File: config.mk
export PLATFORM = sky130hd
export DESIGN_NAME = uart_tx_buffer
export DESIGN_NICKNAME = d
export VERILOG_FILES = /design/src/rtl/uart_pkg.sv /design/src/rtl/uart_sync_fifo.sv /design/src/rtl/uart_tx_buffer.sv
export SDC_FILE = /design/constraint.sdc
export NUM_CORES = 1
export LEC_CHECK = 0
export CAP_MARGIN = 15
export CELL_PAD_IN_SITES_DETAIL_PLACEMENT = 1
export CELL_PAD_IN_SITES_GLOBAL_PLACEMENT = 2
export CORE_ASPECT_RATIO = 0.8
export CORE_MARGIN = 3
export CORE_UTILIZATION = 43
export CTS_BUF_LIST = sky130_fd_sc_hd__clkbuf_16
export DETAILED_ROUTE_END_ITERATION = 16
export DONT_BUFFER_PORTS = 1
export GPL_TIMING_DRIVEN = 0
export PLACE_DENSITY = 0.83
export SLEW_MARGIN = 25
export SYNTH_ARGS = -nofsm -noshare
export SYNTH_HDL_FRONTEND = slang
export SYNTH_HIERARCHICAL = 1
export SYNTH_SLANG_ARGS = --single-unit
File: constraint.sdc
create_clock -name clk -period 3.1 [get_ports clk]
set_input_delay 0.31 -clock clk [delete_from_list [all_inputs] [get_ports clk]]
set_output_delay 0.31 -clock clk [all_outputs]
set_load 0.03 [all_outputs]
File: src/rtl/uart_pkg.sv
// Shared UART definitions: transmit-buffer FSM states and the default frame width.
// Latency: n/a (types and constants only).
// Backpressure: n/a.
package uart_pkg;

  localparam int UART_DATA_WIDTH = 8;

  typedef enum logic [1:0] {
    IDLE = 2'd0,
    LOAD = 2'd1,
    BUSY = 2'd2
  } tx_buf_state_t;

endpackage

File: src/rtl/uart_sync_fifo.sv
// Single-clock byte FIFO with explicit occupancy counter and synchronous flush.
// Latency: a push is visible on pop_data_o/empty_o/count_o one cycle later.
// Backpressure: push refused when full unless a pop retires an entry the same cycle.
//
// Ports:
//   clk, reset_n         clock, asynchronous active-low reset
//   push_i, push_data_i  push strobe and data
//   pop_i                pop strobe (ignored while empty)
//   pop_data_o           head entry, valid while !empty_o
//   flush_i              zero pointers and count; wins over push and pop
//   push_ok_o            push_i was accepted this cycle
//   full_o, empty_o      count == DEPTH, count == 0
//   count_o              occupancy
module uart_sync_fifo
  import uart_pkg::*;
#(
  parameter int DATA_WIDTH = UART_DATA_WIDTH,
  parameter int DEPTH      = 16
) (
  input  logic                       clk,
  input  logic                       reset_n,
  input  logic                       push_i,
  input  logic [DATA_WIDTH-1:0]      push_data_i,
  input  logic                       pop_i,
  output logic [DATA_WIDTH-1:0]      pop_data_o,
  input  logic                       flush_i,
  output logic                       push_ok_o,
  output logic                       full_o,
  output logic                       empty_o,
  output logic [$clog2(DEPTH):0]     count_o
);

  localparam int AW = $clog2(DEPTH);
  localparam int CW = AW + 1;

  logic [DATA_WIDTH-1:0] mem [DEPTH];
  logic [AW-1:0]         wr_ptr;
  logic [AW-1:0]         rd_ptr;
  logic [CW-1:0]         count;
  logic                  pop_ok;

  assign full_o  = (count == CW'(DEPTH));
  assign empty_o = (count == '0);
  assign count_o = count;

  // A pop in the same cycle frees the slot the push is about to take.
  assign push_ok_o = push_i && !flush_i && (!full_o || pop_ok);
  assign pop_ok    = pop_i && !empty_o && !flush_i;

  assign pop_data_o = mem[rd_ptr];

  // Storage has no reset; only the pointers and count define what is valid.
  always_ff @(posedge clk) begin
    if (push_ok_o) begin
      mem[wr_ptr] <= push_data_i;
    end
  end

  // DEPTH is a power of two, so the pointers wrap by plain overflow.
  always_ff @(posedge clk or negedge reset_n) begin
    if (!reset_n) begin
      wr_ptr <= '0;
      rd_ptr <= '0;
      count  <= '0;
    end else if (flush_i) begin
      wr_ptr <= '0;
      rd_ptr <= '0;
      count  <= '0;
    end else begin
      if (push_ok_o) wr_ptr <= wr_ptr + 1'b1;
      if (pop_ok)    rd_ptr <= rd_ptr + 1'b1;
      case ({push_ok_o, pop_ok})
        2'b10:   count <= count + 1'b1;
        2'b01:   count <= count - 1'b1;
        default: count <= count;
      endcase
    end
  end

endmodule

File: src/rtl/uart_tx_buffer.sv
// Transmit byte buffer: queues bus writes, holds one byte stable per frame, issues start_tx.
// Latency: push at k -> start_tx_o at k+2; tx_finish_i at N -> next start_tx_o at N+2.
// Backpressure: writes while full are dropped and flagged by sticky overflow_o.
//
// Ports:
//   clk, reset_n            clock, asynchronous active-low reset
//   wr_en_i, wr_data_i      TXDATA write strobe and byte
//   flush_i                 drop queued bytes (and an unstarted held byte)
//   clr_overflow_i          clear sticky overflow
//   tx_en_i                 transmitter enable
//   tx_finish_i             frame-done pulse from the transmitter controller
//   start_tx_o, tx_data_o   start pulse and held frame byte
//   tx_busy_o               a frame is being loaded or sent
//   full_o, empty_o,
//   count_o, overflow_o     status for the APB status register
module uart_tx_buffer
  import uart_pkg::*;
#(
  parameter int DATA_WIDTH = UART_DATA_WIDTH,
  parameter int DEPTH      = 16
) (
  input  logic                       clk,
  input  logic                       reset_n,
  input  logic                       wr_en_i,
  input  logic [DATA_WIDTH-1:0]      wr_data_i,
  input  logic                       flush_i,
  input  logic                       clr_overflow_i,
  input  logic                       tx_en_i,
  input  logic                       tx_finish_i,
  output logic                       start_tx_o,
  output logic [DATA_WIDTH-1:0]      tx_data_o,
  output logic                       tx_busy_o,
  output logic                       full_o,
  output logic                       empty_o,
  output logic [$clog2(DEPTH):0]     count_o,
  output logic                       overflow_o
);

  tx_buf_state_t         state;
  tx_buf_state_t         state_nxt;
  logic                  hold_valid;
  logic                  pop;
  logic                  push_ok;
  logic [DATA_WIDTH-1:0] head_data;

  uart_sync_fifo #(
    .DATA_WIDTH (DATA_WIDTH),
    .DEPTH      (DEPTH)
  ) u_fifo (
    .clk         (clk),
    .reset_n     (reset_n),
    .push_i      (wr_en_i),
    .push_data_i (wr_data_i),
    .pop_i       (pop),
    .pop_data_o  (head_data),
    .flush_i     (flush_i),
    .push_ok_o   (push_ok),
    .full_o      (full_o),
    .empty_o     (empty_o),
    .count_o     (count_o)
  );

  always_ff @(posedge clk or negedge reset_n) begin
    if (!reset_n) state <= IDLE;
    else          state <= state_nxt;
  end

  // start_tx_o is the LOAD state qualified by the enable level: dropping the
  // enable in LOAD must suppress the pulse so the held byte is retried later.
  always_comb begin
    state_nxt  = state;
    pop        = 1'b0;
    start_tx_o = 1'b0;
    case (state)
      IDLE: begin
        // A flush in IDLE also empties the queue, so no load is started.
        if (tx_en_i && !flush_i && (hold_valid || !empty_o)) begin
          state_nxt = LOAD;
          pop       = !hold_valid;
        end
      end
      LOAD: begin
        if (flush_i) begin
          state_nxt = IDLE;
        end else if (tx_en_i) begin
          start_tx_o = 1'b1;
          state_nxt  = BUSY;
        end else begin
          state_nxt = IDLE;
        end
      end
      BUSY: begin
        if (tx_finish_i) state_nxt = IDLE;
      end
      default: state_nxt = IDLE;
    endcase
  end

  // tx_data_o only moves on the pop edge, so it is stable for the whole frame.
  always_ff @(posedge clk or negedge reset_n) begin
    if (!reset_n) begin
      tx_data_o  <= '0;
      hold_valid <= 1'b0;
    end else begin
      if (pop) begin
        tx_data_o  <= head_data;
        hold_valid <= 1'b1;
      end
      if ((state == BUSY && tx_finish_i) || (flush_i && state != BUSY)) begin
        hold_valid <= 1'b0;
      end
    end
  end

  // A dropped write sets the flag even if a clear arrives in the same cycle.
  always_ff @(posedge clk or negedge reset_n) begin
    if (!reset_n) begin
      overflow_o <= 1'b0;
    end else if (wr_en_i && !flush_i && !push_ok) begin
      overflow_o <= 1'b1;
    end else if (clr_overflow_i) begin
      overflow_o <= 1'b0;
    end
  end

  assign tx_busy_o = (state != IDLE);

endmodule
======== After elaboration in Yosys (flattened, before gate mapping) ========
Memories as Yosys holds them, arrays and structs flattened. A register that Yosys moved wholly into a read port is not among the register bits.
Cells that the tools add are included.
Widths: inputs -> output; s select.
word-level totals
  bits in registers ....................... 17
  latch bits .............................. 0
  bits in writable memories ............... 128
  memory bits (read-only) ................. 0
  input bits .............................. 15
  output and inout port bits .............. 18
  word-level logic and storage cells ...... 68
  memories kept ........................... 1
memory list
  name        depth  bits a word  read ports  clocked after Yosys merged registers in  write ports  line                  RTL
  u_fifo.mem  16     8            1           1                                        1            uart_sync_fifo.sv:36  logic [DATA_WIDTH-1:0] mem [DEPTH];
operators by class
  add/subtract/negate cells ............... 4
  multiply operators ...................... 0
  div/mod/pow operators ................... 0
  magnitude comparators ................... 0
  eq/ne operators ......................... 8
  shift operators ......................... 0
  multiplexer cells ....................... 22
  bitwise operators ....................... 0
  reductions and logical operators ........ 27
operator list
  cell                 number
  $mux 4               4
  $mux 1               11
  $pmux 5 s2           1
  $reduce_bool 2->1    5
  $logic_and 1x1->1    9
  $add 4x1->4 const B  2
  $mux 2               4
  $logic_not 1->1      6
  $ne 2x2->1 const B   3
  $pmux 2 s3           1
  $add 5x1->5 const B  1
  $eq 5x5->1 const B   1
  $logic_not 5->1      1
  $mux 5               1
  $sub 5x1->5 const B  1
  $eq 2x1->1 const B   2
  $eq 2x2->1 const B   2
  $logic_or 1x1->1     3
  $reduce_bool 3->1    1
  $logic_not 2->1      1
  $reduce_and 2->1     1

======== Longest topological paths before layout ========
Gate-level depths: netlist of run 1.
  depth in word-level cells ............... 13
  depth in mapped cells ................... 15

======== Modules after synthesis ========
The synthesis of run 1 kept the hierarchy.
by module, submodules not included
  module          times used  cells an instance  area an instance (um^2)  seq. area each (um^2)
  uart_sync_fifo  1           358                5,913.2                  4,169.0
  uart_tx_buffer  1           36                 530.5                    300.3

======== Least setup slack after synthesis of run 1 ========
No wires, ideal clock.
  path type ............................... register to register
  from .................................... register u_fifo.count[1], in the netlist u_fifo/count_o[1]
  to ...................................... register u_fifo.count[3], in the netlist u_fifo/count_o[3]
  setup time .............................. 128 ps
  arrival time ............................ 3,542 ps
  data required time ...................... 2,972 ps
  setup slack ............................. -570 ps
  stages on the path, launching flop included .. 16
  buffers on the path ..................... 2
  path through ............................ dfrtp_1 > or4_1 > buf_6 > nor2_1 > or3_1 > buf_6 > inv_1 > o21ai_0 > or3_1 > inv_1 > ha_1 > a21o_2 > a21oi_1 > xor2_1 > nor2_1 > mux2_1
on the way
  longest elaborated chain between the ends .. 13
  elaborated cells between the ends (all ways) .. 19
  classes of those cells .................. 2 x add/sub; 3 x eq/ne; 4 x mux; 10 x reduce/logical
RTL lines
  element                                   line                  RTL
  start: declaration                        uart_sync_fifo.sv:39  logic [CW-1:0] count;
  start signal: assignment                  uart_sync_fifo.sv:73  2'b10: count <= count + 1'b1;
  start signal: assignment                  uart_sync_fifo.sv:74  2'b01: count <= count - 1'b1;
  start signal: assignment                  uart_sync_fifo.sv:75  default: count <= count;
  $logic_not 5->1 *                         uart_sync_fifo.sv:43  assign empty_o = (count == '0);
  net empty_o                               uart_tx_buffer.sv:34  output logic empty_o,
  $logic_not 1->1 *                         uart_tx_buffer.sv:77  if (tx_en_i && !flush_i && (hold_valid || !empty_o)) begin
  $logic_or 1x1->1 *                        uart_tx_buffer.sv:77
  $logic_and 1x1->1 *                       uart_tx_buffer.sv:77
  $mux 1 *                                  uart_tx_buffer.sv:77
  $mux 1 *                                  uart_tx_buffer.sv:74  case (state)
  net pop                                   uart_tx_buffer.sv:42  logic pop;
  $logic_and 1x1->1 * (2 in series)         uart_sync_fifo.sv:48  assign pop_ok = pop_i && !empty_o && !flush_i;
  $logic_or 1x1->1                          uart_sync_fifo.sv:47  assign push_ok_o = push_i && !flush_i && (!full_o || pop_ok);
  $logic_and 1x1->1                         uart_sync_fifo.sv:47
  $eq 2x1->1 or $eq 2x2->1 (tied branches)  uart_sync_fifo.sv:72  case ({push_ok_o, pop_ok})
  $pmux 5 s2                                uart_sync_fifo.sv:72
  $mux 5                                    uart_sync_fifo.sv:65  end else if (flush_i) begin
Mark *: on every way through the listed nets, which the timed path passes. The rest lies on a longest branch.
A chain may end at the register's enable or synchronous reset.

======== Worst setup path after layout of run 1 ========
  from .................................... register state[0]
  to ...................................... register u_fifo.rd_ptr[1]
on the way
  longest elaborated chain between the ends .. 5
RTL lines
  element                             line                  RTL
  start: declaration                  uart_tx_buffer.sv:39  tx_buf_state_t state;
  start signal: assignment            uart_tx_buffer.sv:65  else state <= state_nxt;
  $logic_not 2->1                     uart_tx_buffer.sv:74
  $mux 1                              uart_tx_buffer.sv:74
  net pop                             uart_tx_buffer.sv:42
  $logic_and 1x1->1 (2 in series)     uart_sync_fifo.sv:48
  $reduce_bool 2->1 (no source line)  --
  end signal: assignment              uart_sync_fifo.sv:71  if (pop_ok) rd_ptr <= rd_ptr + 1'b1;
  end: declaration                    uart_sync_fifo.sv:38  logic [AW-1:0] rd_ptr;
The timed path passes the listed nets, and every way through them passes these cells.

==> metrics.md, run 1 <==
| Metric | Value |
|---|---|
| Status | finished, violations left |
| Violated checks | negative setup slack |
| Yosys reg bits | ~150 |
| Distinct cells, synth | 42 |
| Mapped Nets | roughly 420 |
| Largest stage delay on the critical path | ~550 ps |
| Hold_sp | wr_en_i |
| Die span in y | about 120 um |
| CTS buffer count | 17 |
| H-tree Lvls | 4 |
| Core box area | between 0.01 and 0.015 mm2 |
| Max-cap violations | 0 |
| Setup ws final | -60.5 ps |
| Grt ovf | 0 |
| Top_reg_cell synth | edfxtp_1 |
| Fillers | about 1,300 |
| Gr usage total | 20.0% |
| Drt first pass iters | 4 |
| Max Clock Freq | between 300 and 400 MHz |
| Largest net degree at the start of global routing | 26 |
| Global-route wire length before repair | 23.4 mm |
| Critical path class | reg -> reg |
| EDFF count, synth | 128 |
| R2R Path End | u_fifo/rd_ptr[1]$_DFFE_PN0P_ |
| CTS max path bufs | 2 |
| Clock latency at the later pin of the worst-skew pair | between 400 and 500 ps |
| R2R cell count | 17 |
| DRC viols | 0 |
| Arrival time at the worst endpoint | roughly 3500 ps |
| Most frequent cells in the layout | edfxtp_1 (128), mux2i_1 (27), buf_4 (21) |
| Floorplan row count | 39 |
| Hold Path End | overflow_o$_DFFE_PN0P_ |
| Fin crit share | 102% |
| Worst Tran Pin Value | between 700 and 800 ps |
| Post-synth top area cell | edfxtp_1 |
| Initial antenna violation count | 0 |
| Die width | between 100 and 150 um |
| Placed insts | approximately 580 |
| CP most frequent cell | buf_4 |
| Final number of setup-violating endpoints | 11 |
| Clock tree from TritonCTS | done |
| Reg2Reg Setup Slack | -60 ps |
| Drt via density | 5.59 |
| Top cells by area, synth | edfxtp_1 (60%), dfrtp_1 (9.7%), mux4_2 (5.6%) |
| WL final | ~16 mm |
| Final hold slack | between 40 and 50 ps |
| Mapped Cells | 394 |
| Highest-delay cell along the critical path | or4b_4 |
| Starting Density | between 40% and 50% |
| Nets | 468 |
| Min Tclk post-route | 3160 ps |
| Clk slew on worst S/H paths | 60 ps |
| Most common cell after layout, fill and taps aside | edfxtp_1 |
| N_diodes | 0 |
| Yosys warns | 6 |
| RSZ-0062 raised after global routing | true |
| Worst endpoint required time | roughly 3400 ps |
| Vias in the first global route | just under 4,000 |
| Place WS | -335 ps |
| Antenna Violating Nets Remaining | 0 |
| 1st-iter DRT viols | 270 |
| Crit. End Element | flip-flop |
| Layout cell share with drive strength beyond 1 | between 20% and 30% |
| Power Dens Cells | roughly 740 mW/mm2 |
| Count of input and output buffers | 0 |
| Post-synthesis sequential area ratio | 69.4% |
| Ports | 33 |
| Fin Setup TNS | -273 ps |
| Mapped Avg Cell Area | around 16 um2 |
| Crit-path cells | or4b_4 -> or3_4 -> inv_8 -> o21ai_2 -> buf_4 -> buf_4 -> buf_4 -> buf_4 -> buf_4 -> buf_4 -> buf_4 -> buf_4 -> buf_4 -> buf_4 -> buf_4 -> nand2_2 -> a21oi_2 |
| Worst min path class | in -> reg |
| Layout area overhead | 19.9% |
| Async SR Flop Fraction | between 10% and 20% |
| Final RePlAce weighted congestion | roughly 0.76 |
| Final hold vios | 0 |
| Worst Hold Depth | 2 |
| Post-DP HPWL | about 10 mm |
| Total number of vias | roughly 3,600 |
| Maximum VDD drop | 411 uV |
| R2r startpoint | state[0]$_DFFE_PN0P_ |
| Slew Viols, Final | 0 |
| Final std cells w/o fill | between 600 and 700 |
| Worst relative slew slack | about 50% |
| Total chip power | approximately 5.7 mW |
| Setup crit start kind | flip-flop |
| Total die area | ~0.016 mm2 |
| Crit path max fanout | 4 |
| DR WL/cell | approximately 24 um |
| Clk_skew | 5.38 ps |
| CTS root buffer | clkbuf_16 |
| CTS Sinks | about 150 |
| Yosys top cell area share | between 50% and 60% |
| LEAKAGE | 2.68 nW |
| Post-Syn Area | ~0.0064 mm2 |
==> metrics by stage <==
| step | util [%] | cell area [um2] |
|---|---|---|
| 2_1_floorplan | - | 6490 |
| 3_3_place_gp | 46.4 | 6720 |
| 3_5_place_dp | 46.4 | 6720 |
| 4_1_cts | 52.8 | 7650 |
| 5_1_grt | 53.3 | 7730 |
| 6_report | 53.3 | 7730 |
==> routing by layer <==
metal / vias to the layer above / part of all wire [%] / global-route usage, %
met1: 1852 / 44 / 27.3
met2: 96 / 47 / 31.2
met5: - / 0 / 0
met4: 0 / 1.5 / 6.08
li1: 1616 / - / -
met3: 21 / 7.1 / 5.94
==> worst max path at each step <==
| stage | start | to | slack, ps | depth (start not counted) |
|---|---|---|---|---|
| floorplan | state[1]$_DFFE_PN0P_ | u_fifo/count_o[4]$_DFFE_PN0P_ | 20 | 12 |
| global placement | u_fifo/count_o[0]$_DFFE_PN0P_ | u_fifo/count_o[4]$_DFFE_PN0P_ | -240 | 15 |
| detailed placement | u_fifo/count_o[0]$_DFFE_PN0P_ | u_fifo/count_o[4]$_DFFE_PN0P_ | -330 | 15 |
| CTS | u_fifo/count_o[4]$_DFFE_PN0P_ | u_fifo/mem[15][5]$_DFFE_PP_ | -60 | 10 |
| global route | state[0]$_DFFE_PN0P_ | u_fifo/count_o[3]$_DFFE_PN0P_ | -180 | 12 |
| finish | state[0]$_DFFE_PN0P_ | u_fifo/rd_ptr[1]$_DFFE_PN0P_ | -60 | 17 |
==> flip-flops by register name, summed over array words and instances (netlist names) <==
register and flops:
u_fifo/count_o 5, overflow_o 1, u_fifo/wr_ptr 4, tx_data_o 8, state 2, hold_valid 1, u_fifo/rd_ptr 4, u_fifo/mem 128
==> synthesized netlist by cell type, drive strengths merged, types with 3 or more instances <==
library cell	count
ha	8
nand2b	4
buf	10
a221oi	8
mux2	20
o21ai	20
a22oi	8
nand2	13
or3	4
nand3	5
mux2i	27
a21oi	13
nor2	20
dfrtp	25
xnor2	3
clkbuf	8
xor2	5
edfxtp	128
mux4	16
inv	15
and2	14
==> layout make-up <==
cell class	instances	area (um2)	area share (%)
buffer	17	78.8	1.02
clock buffer	17	425	5.51
clock inverter	15	206	2.67
inverter	15	66.3	0.858
multi-input combinational	207	1960	25.3
sequential	153	4480	57.9
tap	184	230	2.98
timing repair buffer	33	288	3.72
==> cells by family (layout without fill, tap and decap cells) <==
logic type | count (synthesis) | in the layout | share of synthesized area, %
compound gates | 57 | 57 | 5.81
xor+xnor | 8 | 8 | 1.09
fa+ha+maj | 9 | 9 | 1.86
buf+inv | 34 | 97 | 2.43
flops | 153 | 153 | 69.4
mux | 63 | 63 | 13.7
simple gates | 70 | 70 | 5.71
==> report_power, final <==
group	switching (mW)	total (mW)	internal, mW
Sequential	0.243	2.58	2.34
Clock	0.799	2.21	1.42
Combinational	0.477	0.925	0.448
Total	1.52	5.72	4.20
==> what timing repair did <==
item | in CTS | in global routing
hold buffers | 12 | 0
cloned | 0 | 0
endpoints found under the hold margin | 154 | 0
pin swaps | 9 | 10
buffers inserted | 15 | 6
gates resized for setup | 17 | 19
setup endpoints to repair | 132 | 131
==> worst max-delay path, delay by kind of cell, from the launching register on <==
kind            cells  cell delay (ps)
simple gates        3             1070
flops               1              410
compound gates      2              110
buf+inv            12             1430
(Power assumes the default switching activity.)
==> run 2, diff against run 1 <==
- CORE_ASPECT_RATIO: 0.8 -> 1.5
==> run 2 against run 1 <==
The flow still finishes with violations (negative setup slack). Utilization decreased by 0.47 points. Die area rose by 0.13%. Global-route usage is 0.24 points lower. Clock skew increased by 1.0 ps. Power is 2.3% lower. Hold slack better by 2.8 ps. Combinational power is 5.0% lower. Flip-flop and latch count is the same. Critical path depth is 5 lower. Setup slack gained 17 ps. Cell count rose by 0.47%. Largest cell class unchanged. Largest power group unchanged.
==> metrics.md, run 2 (same netlist as run 1, synthesis figures left out) <==
| Metric | Value |
|---|---|
| Largest net degree at the start of global routing | 26 (unchanged) |
| Floorplan row count | 54 (+38%) |
| Total number of vias | 3,629 (+1.2%) |
| Most common cell after layout, fill and taps aside | edfxtp_1 |
| Fin Setup TNS | -43.7 ps (+229 ps) |
| Clk_skew | 6.39 ps (+1.02 ps) |
| Worst min path class | in -> reg |
| CTS max path bufs | 2 (unchanged) |
| Crit. End Element | flip-flop |
| Wire length on met2 | 8.76 mm (+19%) |
| RSZ-0062 raised after global routing | true |
| Die width | 106 um (-26%) |
| DR WL/cell | 24.1 um (-0.73%) |
| Layout cell share with drive strength beyond 1 | 27.9% (-2.1 points) |
| Clock tree from TritonCTS | done |
| Max-cap violations | 0 (unchanged) |
| Placed insts | 590 (+2.1%) |
| Final std cells w/o fill | 644 (+0.47%) |
| Drt first pass iters | 5 (+1) |
| Grt ovf | 0 (unchanged) |
| LEAKAGE | 2.62 nW (-2.2%) |
| Global-route wire length before repair | 23.6 mm (+1.1%) |
| Vias in the first global route | 3,942 (+2.5%) |
| Sequential power share | 46.2% (+1.1 points) |
| Setup crit start kind | flip-flop |
| Total die area | 0.0165 mm2 (+0.13%) |
| Antenna Violating Nets Remaining | 0 (unchanged) |
| Final RePlAce weighted congestion | 0.805 (+6.6%) |
| Clock latency at the later pin of the worst-skew pair | 420 ps (about the same) |
| Biggest register | u_fifo/mem |
| Power Dens Cells | 725 mW/mm2 (-2.1%) |
| Int Pwr | 4.09 mW (-2.7%) |
| Clk slew on worst S/H paths | 60 ps (about the same) |
| Die span in y | 156 um (+35%) |
| CTS buffer count | 17 (unchanged) |
| Ports | 33 (unchanged) |
| Max FFs per register | 128 (unchanged) |
| Worst Tran Pin Value | 689 ps (-41.1 ps) |
| Top routing layer used | met4 |
| Wl on met1 | 5.73 mm (-16%) |
| Fillers | 1,385 (+4.1%) |
| Violated checks | negative setup slack |
| Min Tclk post-route | 3140 ps (-16.8 ps) |
| Arrival time at the worst endpoint | 3450 ps (about the same) |
| Core box area | 0.0146 mm2 (+0.70%) |
| Worst endpoint required time | 3400 ps (about the same) |
| Nets | 459 (-1.9%) |
| Post-DP HPWL | 10.2 mm (+2.6%) |
| Fin crit share | 101% (-0.54 points) |
| Total chip power | 5.59 mW (-2.3%) |
| DR WL met3 | 449 um (-59%) |
| Drt via density | 5.64 (+0.76%) |
| Maximum VDD drop | 406 uV (-1.3%) |
| H-tree Lvls | 4 (unchanged) |
| Crit path max fanout | 3 (-1) |
| WL final | 15.5 mm (-0.27%) |
| CTS root buffer | clkbuf_16 |
| Gr usage total | 19.7% (-0.24 points) |
| Critical path class | reg -> reg |
| N_diodes | 0 (unchanged) |
| Slew Viols, Final | 0 (unchanged) |
| Count of input and output buffers | 0 (unchanged) |
| Status | finished, violations left |
| Layout area overhead | 19.7% |
| CTS Sinks | 153 (unchanged) |
| 1st-iter DRT viols | 157 (-42%) |
| Max Clock Freq | 318 MHz (+0.53%) |
| Logic gate share of total power | 15.7% (-0.5 points) |
| Final number of setup-violating endpoints | 1 (-10) |
| Worst relative slew slack | 53.9% (+2.7 points) |
| Switch Pwr | 1.50 mW (-1.2%) |
| Final hold vios | 0 (unchanged) |
| Most frequent cells in the layout | edfxtp_1 (128), mux2i_1 (27), dfrtp_1 (20) |
| Setup ws final | -43.7 ps (+16.8 ps) |
| Place WS | -304 ps (+30.6 ps) |
| DRC viols | 0 (unchanged) |
| Clk pwr share | 38.0% (-0.7 points) |
| Switching Share | 26.9% (+0.31 points) |
| Starting Density | 44.2% (-0.31 points) |
| Fin util | 52.8% (-0.47 points) |
| Initial antenna violation count | 0 (unchanged) |
==> run 2: final cells by class <==
class                      count  area, um2  area share (%)
inverter                      15       66.3           0.860
tap                          196        245            3.18
clock buffer                  17        425            5.52
clock inverter                15        184            2.39
multi-input combinational    207       2000            25.9
buffer                        17       81.3            1.05
timing repair buffer          24        233            3.02
sequential                   153       4480            58.0
==> run 2: metrics by stage <==
step	instance area [um2]	hold slack, ps
after floorplan	6490	14.4
after global placement	6740	15.1
after detailed placement	6740	14.8
after CTS	7590	28.1
after global routing	7710	36.6
final	7710	44.7
==> run 2: final timing paths <==
kind	from	end	slack, ps	cells past startpoint
worst max-delay path	state[1]$_DFFE_PN0P_	u_fifo/count_o[3]$_DFFE_PN0P_	-40	12
worst min-delay path	wr_en_i	overflow_o$_DFFE_PN0P_	40	2
worst max register to register	state[1]$_DFFE_PN0P_	u_fifo/count_o[3]$_DFFE_PN0P_	-40	12
worst min register to register	hold_valid$_DFFE_PN0P_	hold_valid$_DFFE_PN0P_	530	1
max in group asynchronous	reset_n	u_fifo/count_o[0]$_DFFE_PN0P_	2590	2
min in group asynchronous	reset_n	state[1]$_DFFE_PN0P_	340	2
==> run 2: repair_timing <==
item                                   in CTS  in global routing
gates resized for setup                    20                 18
pin swaps                                   8                 12
hold buffers                               12                  0
endpoints found under the hold margin     154                  0
setup endpoints to repair                 131                115
setup buffers                               7                  5
==> run 2: worst max-delay path: stages (launching register included) <==
cell	delay [ps]
dfrtp_1	380
or4b_4	520
or3_4	440
inv_8	70
o21ai_4	50
or3_4	420
inv_4	80
ha_4	190
a21o_4	200
a21oi_2	180
xor2_1	170
nor2_1	60
mux2_4	270
==> run 2: power groups by stage <==
stage / Sequential, mW / Clock, mW / Combinational, mW
finish: 2.58 / 2.13 / 0.879
global route: 2.60 / 2.24 / 0.949
CTS: 2.58 / 2.15 / 0.850
detailed placement: 2.62 / 0 / 0.763
global placement: 2.62 / 0 / 0.742
floorplan: 2.59 / 0 / 0.615
==> run 2: routing by layer <==
metal | vias up | GRT usage [%]
met2 | 88 | 35.6
met5 | - | 0
met1 | 1911 | 22.3
met4 | 0 | 10.2
li1 | 1599 | -
met3 | 31 | 3.31
==> run 3, diff against run 2 <==
- CORE_ASPECT_RATIO: 1.5 -> 0.9
- SKIP_LAST_GASP: unset -> 1
==> run 3 against run 2 <==
The flow now finishes without violations. Cell count is 1.2% lower. Combinational power is 2% lower. Power is 3.7% lower. Clock power is 9% lower. Sequential share of layout area is 1.3 points higher. Critical path type unchanged. Highest routed layer is now met5.
==> metrics.md, run 3 (same netlist as run 1, synthesis figures left out) <==
| Metric | Value |
|---|---|
| RSZ-0062 raised after global routing | true |
| Fin crit share | 97.9% (-3.5 points) |
| Nets | 454 (-1.1%) |
| H-tree Lvls | 4 (unchanged) |
| Crit-path cells | or4b_4 -> or3_4 -> inv_6 -> nand2b_1 -> o21ai_4 -> nor2_1 -> nand3_1 -> nor2_2 |
| Ports | 33 (unchanged) |
| Die span in y | 122 um (-22%) |
| Biggest register | u_fifo/mem |
| Floorplan row count | 41 (-24%) |
| DR WL/cell | 24.1 um (+0.12%) |
| Wl on met1 | 6.61 mm (+15%) |
| Max-cap violations | 0 (unchanged) |
| Critical path class | reg -> reg |
| Clk slew on worst S/H paths | 60 ps (about the same) |
| CTS root buffer | clkbuf_16 |
| N_diodes | 0 (unchanged) |
| Max Clock Freq | 329 MHz (+3.6%) |
| Crit path max fanout | 9 (+6) |
| Count of input and output buffers | 0 (unchanged) |
| Total chip power | 5.38 mW (-3.7%) |
| Min Tclk post-route | 3040 ps (-108 ps) |
| Fin Setup TNS | 0 ps (+43.7 ps) |
| Post-DP Area | 0.00673 mm2 (about the same) |
| WL final | 15.3 mm (-1.1%) |
| Most frequent cells in the layout | edfxtp_1 (128), mux2i_1 (27), dfrtp_1 (20) |
| Final design area excluding fillers | 0.00754 mm2 (-2.2%) |
| Largest net degree at the start of global routing | 26 (unchanged) |
| Largest stage delay on the critical path | 550 ps (+30 ps) |
| Setup ws final | 64.8 ps (+108 ps) |
| LEAKAGE | 2.58 nW (-1.7%) |
| Starting Density | 44.9% (+0.71 points) |
| Worst endpoint required time | 3160 ps (-240 ps) |
| Worst Hold Depth | 2 (unchanged) |
| Grt ovf | 0 (unchanged) |
| Final RePlAce weighted congestion | 0.774 (-3.8%) |
| Worst min path class | in -> reg |
| CTS buffer count | 17 (unchanged) |
| Initial antenna violation count | 1 (+1) |
| Top routing layer used | met5 |
| CTS Sinks | 153 (unchanged) |
| Clock tree from TritonCTS | done |
| Die width | 135 um (+27%) |
| Worst Tran Pin Value | 708 ps (+19.0 ps) |
| Antenna Violating Nets Remaining | 0 (unchanged) |
| Final number of setup-violating endpoints | 0 (-1) |
| Arrival time at the worst endpoint | 3100 ps (-350 ps) |
| 1st-iter DRT viols | 318 (+100%) |
| Final hold vios | 0 (unchanged) |
| Setup crit start kind | flip-flop |
| Layout cell share with drive strength beyond 1 | 26.4% (-1.5 points) |
| Clk_skew | 13.2 ps (+6.80 ps) |
| Fin util | 52.5% (-0.32 points) |
| Most common cell after layout, fill and taps aside | edfxtp_1 |
| Place WS | -377 ps (-72.8 ps) |
| Total die area | 0.0165 mm2 (-0.17%) |
| Layout area overhead | 17.1% |
| CTS max path bufs | 2 (unchanged) |
| Drt via density | 5.65 (+0.34%) |
| R2r startpoint | state[1]$_DFFE_PN0P_ |
| Drt first pass iters | 5 (unchanged) |
| Status | finished, final reports clean |
| Fillers | 1,366 (-1.4%) |
| Crit. End Element | flip-flop |
| Power Dens Cells | 713 mW/mm2 (-1.6%) |
| Core box area | 0.0144 mm2 (-1.6%) |
| Vias in the first global route | 3,783 (-4.0%) |
| Final hold slack | 52.1 ps (+7.37 ps) |
| DR WL met3 | 891 um (+98%) |
| DRC viols | 0 (unchanged) |
| Final std cells w/o fill | 636 (-1.2%) |
| Highest-delay cell along the critical path | nor2_2 |
| Wire length on met2 | 7.62 mm (-13%) |
| Total number of vias | 3,596 (-0.91%) |
| Hold Path End | overflow_o$_DFFE_PN0P_ |
| Hold_sp | wr_en_i |
| Worst relative slew slack | 52.8% (-1.1 points) |
| Max FFs per register | 128 (unchanged) |
| Global-route wire length before repair | 23.3 mm (-1.3%) |
| Placed insts | 587 (-0.51%) |
| R2R Path End | u_fifo/mem[14][6]$_DFFE_PP_ |
| Clock latency at the later pin of the worst-skew pair | 430 ps (about the same) |
| R2R cell count | 8 (-4) |
| Post-DP HPWL | 9.78 mm (-4.4%) |
| Reg2Reg Setup Slack | 60 ps (+110 ps) |
| Maximum VDD drop | 488 uV (+20%) |
| Slew Viols, Final | 0 (unchanged) |
| Gr usage total | 20.1% (+0.36 points) |
run 3: changes by cell type in the layout (fill, tap and decap cells not counted), moves of 2 or more:
cell	change
inv_6	+4
nor2_4	-3
clkinvlp_4	-3
buf_4	-4
clkinv_4	+3
bufinv_16	-3
nor2_2	+3
clkinv_2	+2
run 3: worst max path at each step:
stage | startpoint | end | slack, ps | cells past startpoint
2_1_floorplan | state[1]$_DFFE_PN0P_ | u_fifo/count_o[4]$_DFFE_PN0P_ | 20 | 12
3_3_place_gp | u_fifo/count_o[3]$_DFFE_PN0P_ | u_fifo/mem[13][6]$_DFFE_PP_ | -270 | 11
3_5_place_dp | u_fifo/count_o[3]$_DFFE_PN0P_ | u_fifo/mem[12][6]$_DFFE_PP_ | -380 | 11
4_1_cts | state[1]$_DFFE_PN0P_ | u_fifo/mem[13][7]$_DFFE_PP_ | -9 | 9
5_1_grt | u_fifo/count_o[3]$_DFFE_PN0P_ | u_fifo/count_o[3]$_DFFE_PN0P_ | -50 | 13
6_report | state[1]$_DFFE_PN0P_ | u_fifo/mem[14][6]$_DFFE_PP_ | 60 | 8
run 3: timing repair:
item | 4_1_cts | 5_1_grt
buffers inserted | 4 | 3
resized for setup | 21 | 10
gates cloned | 0 | 0
pin swaps | 6 | 6
endpoints found under the hold margin | 154 | 0
setup endpoints to repair | 132 | 130
hold buffers | 12 | 0
run 3: where the power goes:
part           internal [mW]  switching [mW]
logic                  0.406           0.457
clock network           1.10           0.826
registers               2.34           0.252
run 3: final cells by class:
cell class                      instances  area [um2]  share of cell area [%]
Inverter                               15        63.8                   0.846
Timing Repair Buffer                   19         183                    2.42
Clock inverter                         15         126                    1.68
Sequential cell                       153        4480                    59.3
Clock buffer                           17         425                    5.64
Tap cell                              193         241                    3.20
Multi-Input combinational cell        207        1950                    25.8
Buffer                                 17        81.3                    1.08
run 3: critical path, delay by kind of cell, from the launching register on:
kind,cells,cell delay (ps)
compound gates,1,110
buf+inv,1,100
flops,1,380
simple gates,6,2090
run 3: per-layer routing:
metal	up-vias	GRT usage, %
met5	-	0
met4	2	5.98
met3	18	6.15
met2	101	32.3
met1	1895	26.6
li1	1580	-
